$ cat config.mk
export PLATFORM = sky130hd
export DESIGN_NAME = peer_status_rx
export DESIGN_NICKNAME = d
export VERILOG_FILES = /design/src/rtl/peer_status_rx.sv
export SDC_FILE = /design/constraint.sdc
export NUM_CORES = 1
export LEC_CHECK = 0
export ABC_AREA = 1
export CELL_PAD_IN_SITES_DETAIL_PLACEMENT = 1
export CELL_PAD_IN_SITES_GLOBAL_PLACEMENT = 1
export CORE_MARGIN = 5
export CORE_UTILIZATION = 40
export DETAILED_ROUTE_END_ITERATION = 6
export HOLD_SLACK_MARGIN = 0.15
export PLACE_DENSITY_LB_ADDON = 0.25
export SLEW_MARGIN = 10
export SYNTH_ARGS = -nofsm -noshare
export SYNTH_HDL_FRONTEND = slang
export SYNTH_SLANG_ARGS = --single-unit
$ cat constraint.sdc
create_clock -name global_clk -period 3.5 [get_ports global_clk]
set_input_delay 1.05 -clock global_clk [delete_from_list [all_inputs] [get_ports global_clk]]
set_output_delay 1.05 -clock global_clk [all_outputs]
set_load 0.02 [all_outputs]
$ cat src/rtl/peer_status_rx.sv
// Receive side of the two-board status link: deserialises 3-bit status frames,
// checks parity and stop bit, confirms a code over two frames and tracks peer liveness.
module peer_status_rx #(
  parameter int CLK_PER_BIT    = 16,
  parameter int TIMEOUT_CYCLES = 1000000
) (
  input  logic       global_clk,
  input  logic       rst,
  input  logic       link_rx,
  output logic [2:0] stat_sync,
  output logic       stat_valid,
  output logic       peer_alive,
  output logic       err_parity,
  output logic       err_frame
);

  localparam int TW = $clog2(CLK_PER_BIT);
  localparam int CW = $clog2(TIMEOUT_CYCLES);
  localparam logic [TW-1:0] BIT_LAST  = TW'(CLK_PER_BIT - 1);
  localparam logic [TW-1:0] HALF_LAST = TW'(CLK_PER_BIT / 2 - 1);
  localparam logic [CW-1:0] TO_LAST   = CW'(TIMEOUT_CYCLES - 1);

  typedef enum logic [2:0] {IDLE, START, DATA, PARITY, STOP, BREAK} state_t;

  state_t          state_q;
  logic            rx_meta_q, rx_s_q, rx_prev_q;
  logic [TW-1:0]   timer_q;
  logic [1:0]      bit_cnt_q;
  logic [2:0]      sh_q;
  logic            par_q, stop_q, done_q;
  logic [2:0]      cand_q;
  logic            cand_vld_q;
  logic [CW-1:0]   to_cnt_q;
  logic [2:0]      stat_sync_q;
  logic            stat_valid_q, peer_alive_q, err_parity_q, err_frame_q;

  logic frame_eval, frame_good, frame_bad, timeout_hit, bit_end, half_end;

  // The frame is judged one cycle after the stop sample, while the FSM still sits in STOP.
  assign frame_eval  = (state_q == STOP) && done_q;
  assign frame_good  = frame_eval && stop_q && ((^sh_q) == par_q);
  assign frame_bad   = frame_eval && !frame_good;
  assign timeout_hit = (to_cnt_q == TO_LAST);
  assign bit_end     = (timer_q == BIT_LAST);
  assign half_end    = (timer_q == HALF_LAST);

  always_ff @(posedge global_clk or posedge rst) begin
    if (rst) begin
      rx_meta_q <= 1'b1;
      rx_s_q    <= 1'b1;
      rx_prev_q <= 1'b1;
    end else begin
      rx_meta_q <= link_rx;
      rx_s_q    <= rx_meta_q;
      rx_prev_q <= rx_s_q;
    end
  end

  always_ff @(posedge global_clk or posedge rst) begin
    if (rst) begin
      state_q      <= IDLE;
      timer_q      <= '0;
      bit_cnt_q    <= '0;
      sh_q         <= '0;
      par_q        <= 1'b0;
      stop_q       <= 1'b0;
      done_q       <= 1'b0;
      err_parity_q <= 1'b0;
      err_frame_q  <= 1'b0;
    end else begin
      err_parity_q <= 1'b0;
      err_frame_q  <= 1'b0;
      case (state_q)
        IDLE: begin
          timer_q <= '0;
          done_q  <= 1'b0;
          if (rx_prev_q && !rx_s_q) begin
            bit_cnt_q <= '0;
            state_q   <= START;
          end
        end
        START: begin
          if (half_end) begin
            timer_q <= '0;
            state_q <= rx_s_q ? IDLE : DATA;
          end else begin
            timer_q <= timer_q + 1'b1;
          end
        end
        DATA: begin
          if (bit_end) begin
            timer_q <= '0;
            sh_q    <= {rx_s_q, sh_q[2:1]};
            if (bit_cnt_q == 2'd2) state_q <= PARITY;
            else                   bit_cnt_q <= bit_cnt_q + 1'b1;
          end else begin
            timer_q <= timer_q + 1'b1;
          end
        end
        PARITY: begin
          if (bit_end) begin
            timer_q <= '0;
            par_q   <= rx_s_q;
            state_q <= STOP;
          end else begin
            timer_q <= timer_q + 1'b1;
          end
        end
        STOP: begin
          if (done_q) begin
            done_q <= 1'b0;
            if (!stop_q) begin
              err_frame_q <= 1'b1;
              state_q     <= BREAK;
            end else begin
              err_parity_q <= !frame_good;
              state_q      <= IDLE;
            end
          end else if (bit_end) begin
            timer_q <= '0;
            stop_q  <= rx_s_q;
            done_q  <= 1'b1;
          end else begin
            timer_q <= timer_q + 1'b1;
          end
        end
        BREAK: begin
          if (rx_s_q) state_q <= IDLE;
        end
        default: state_q <= IDLE;
      endcase
    end
  end

  // A good frame always beats a timeout landing in the same cycle.
  always_ff @(posedge global_clk or posedge rst) begin
    if (rst) begin
      cand_q       <= '0;
      cand_vld_q   <= 1'b0;
      to_cnt_q     <= '0;
      stat_sync_q  <= '0;
      stat_valid_q <= 1'b0;
      peer_alive_q <= 1'b0;
    end else begin
      stat_valid_q <= 1'b0;
      if (frame_good) begin
        to_cnt_q <= '0;
        if (cand_vld_q && (sh_q == cand_q)) begin
          stat_sync_q  <= sh_q;
          stat_valid_q <= 1'b1;
          peer_alive_q <= 1'b1;
        end else begin
          cand_q     <= sh_q;
          cand_vld_q <= 1'b1;
        end
      end else begin
        if (!timeout_hit) begin
          to_cnt_q <= to_cnt_q + 1'b1;
        end else begin
          peer_alive_q <= 1'b0;
          stat_sync_q  <= '0;
          cand_vld_q   <= 1'b0;
        end
        if (frame_bad) cand_vld_q <= 1'b0;
      end
    end
  end

  assign stat_sync  = stat_sync_q;
  assign stat_valid = stat_valid_q;
  assign peer_alive = peer_alive_q;
  assign err_parity = err_parity_q;
  assign err_frame  = err_frame_q;

endmodule

==> impl_metrics.py <==
metrics = {
    "outcome": {
        "status": "complete, no violations",
    },
    "place": {
        "placed_area_um2": 2860,
        "place_congestion": 0.856,
        "place_ws_ns": 1.23,
        "port_buffers": 9,
        "dp_hpwl_mm": 4.78,
    },
    "grt": {
        "first_global_vias": 2424,
        "overflow": 0,
        "grt_usage_pct": 16.2,
        "grt_pass1_wl_mm": 11.3,
        "antenna_found_initial": 0,
        "grt_start_max_net_pins": 36,
    },
    "clocking": {
        "cts_htree_levels": 2,
        "clk_path_buf_depth": 2,
        "cts_hold_buf": 0,
        "clock-root-buffer": "clkbuf_8",
        "postCtsSetupBuffers": 0,
        "clock_latency_ns": 0.31,
        "cts_tree": "yes",
        "cts_resized": 0,
        "cts.sinks": 49,
        "numCtsBuffers": 5,
        "path_clk_slew_ns": 0.10,
    },
    "synth": {
        "yosysSeqAreaShare_pct": 45.9,
        "yosysUniqueCellTypes": 28,
        "synth.net_count": 363,
        "synth_area_per_cell_um2": 7.51,
        "synth_area_leaders": "dfrtp_1 43%, nand2_1 15%, nor2_1 6.4%",
        "syn-cell-area_um2": 2680,
        "yosysWarnings": 0,
        "ys_ff_latch": 49,
        "synthCells": 357,
        "synth_top_area_share_pct": 42.9,
        "yosysTopAreaCell": "dfrtp_1",
    },
    "die": {
        "die_x_um": 91.9,
        "die_h_um": 91.9,
        "io_pins": 10,
        "dieArea_um2": 8440,
        "core_area_um2": 6420,
        "num_rows": 29,
        "initial_core_util_pct": 41.7,
    },
    "critical_path": {
        "cpPeakStageDelay_ns": 0.61,
        "crit_slowest_cell": "clkdlybuf4s50_1",
        "cp-start-kind": "register",
        "cp.required_ns": 2.45,
        "arrival_ns": 1.27,
        "crit_type": "register to primary output",
        "endpoint_kind": "primary output",
        "cpLargestDelayFamily": "buffers and inverters",
        "crit_fanout": 2,
        "worst-path-buf-inv": 1,
        "path_cells": "clkdlybuf4s50_1",
    },
    "routing": {
        "drt-vias-per-instance": 5.04,
        "firstDrtPassIters": 4,
        "drtAntennaViolNets": 0,
        "wl_per_cell_um": 13.9,
        "drtIter0Drc": 66,
        "drc": 0,
        "routed_wl_mm": 6.24,
        "vias": 2268,
    },
    "sta": {
        "setup_ws_ns": 1.18,
        "tightest_slew_ns": 0.740,
        "fmax_ghz": 0.431,
        "rsz0062_at_grt": "false",
        "min_period_ns": 2.32,
        "setup_violations": 0,
        "worst_clock_skew_ns": 0.0105,
        "tns_ns": 0,
        "hold_viol": 0,
        "period_share_pct": 66.3,
        "max-slew-margin-rel_pct": 50.6,
        "slew_viol_final": 0,
    },
    "hold_path": {
        "holdCritPathClass": "register to register",
    },
    "cells_and_area": {
        "finalInstanceArea_um2": 2990,
        "finalNetCount": 378,
        "drive_above_1_share_pct": 9.92,
        "syn_to_final_growth_pct": 11.5,
        "antennaDiodeCount": 0,
    },
    "power": {
        "powerDensity_nw_per_um2": 454,
        "leakagePower_nw": 1.39,
        "peakVddDrop_mv": 0.203,
    },
    "flow_run": {
        "maxCapViolCount": 0,
    },
}
[cell families (layout without fill, tap and decap cells)]
logic type / Yosys count / count (layout) / synth area share [%]
and+or+nand+nor: 209 / 209 / 35.2
buffers and inverters: 48 / 64 / 7.47
AOI/OAI and AO/OA: 41 / 41 / 7.79
adders and majority gates: 3 / 3 / 1.40
xor gates and xnor gates: 7 / 7 / 2.29
DFF: 49 / 49 / 45.9
[layer usage]
metal  track usage (%)  share of wire (%)  vias up
met3              2.54                1.7        8
li1                  -                  -     1155
met2              27.2                 48       16
met1              21.8                 49     1089
met5                 0                  0        -
met4              4.33                1.0        0
[state kept, by name, indices dropped and copies added, names as in the netlist]
register,count
done_q,1
err_frame,1
rx_prev_q,1
to_cnt_q,20
rx_meta_q,1
state_q,3
par_q,1
cand_vld_q,1
cand_q,3
bit_cnt_q,2
peer_alive,1
rx_s_q,1
timer_q,4
err_parity,1
stat_valid,1
stop_q,1
stat_sync,3
sh_q,3
[power breakdown]
group	leakage (nW)	internal [mW]	total (mW)	switching [mW]
Clock	0.0681	0.284	0.480	0.196
Sequential	0.655	0.593	0.632	0.0392
Combinational	0.667	0.0805	0.246	0.165
[path summary, 6_finish.rpt]
kind / from / endpoint / slack (ns) / depth (start not counted)
worst max-delay path: peer_alive / peer_alive / 1.18 / 1
worst min-delay path: rx_meta_q / rx_s_q / 0.36 / 0
worst max register to register: state_q[0] / cand_q[0] / 1.73 / 7
worst min register to register: rx_meta_q / rx_s_q / 0.36 / 0
max in group asynchronous: rst / rx_prev_q / 1.62 / 3
min in group asynchronous: rst / peer_alive / 1.18 / 2
[Yosys cell counts]
cell	instances
inv_1	41
nand3_1	24
nand2_4	1
nand2_1	110
nor2_4	5
buf_4	2
dfrtp_1	46
ha_1	3
buf_6	1
xnor2_1	2
a21oi_1	11
nand2_2	5
clkinv_4	1
a31oi_1	1
nor2_2	3
xor2_1	5
o21ai_0	27
nand4_1	5
nand3_4	1
nor3_2	1
dfstp_2	3
inv_2	3
o21ai_1	1
nand3_2	2
nor3_4	1
nor2_1	46
o21a_1	1
nor3_1	5
[layout by cell type, fill, tap and decap left out, drive strengths merged, types with 7 or more instances in the layout]
cell	count
nor3	7
clkdlybuf4s50	9
nand3	27
nand2	116
nor2	54
o21ai	28
dfrtp	46
inv	44
a21oi	11
[final cells by class]
| type | count | area, um2 |
|---|---|---|
| Fill cell | 830 | 3430 |
| Inverter | 45 | 174 |
| Timing Repair Buffer | 11 | 105 |
| Multi-Input combinational cell | 260 | 1250 |
| Sequential cell | 49 | 1230 |
| Clock inverter | 3 | 65.1 |
| Tap cell | 77 | 96.3 |
| Clock buffer | 5 | 68.8 |
[stage by stage]
step	util [%]	hold WS, ns	std cells	power (mW)
after floorplan	-	0.345	357	0.824
after global placement	44.5	0.350	442	0.881
after detailed placement	44.5	0.348	442	0.890
after CTS	46.6	0.365	450	1.37
after global routing	46.6	0.373	450	1.45
final	46.6	0.362	450	1.36
(Power assumes the default switching activity.)
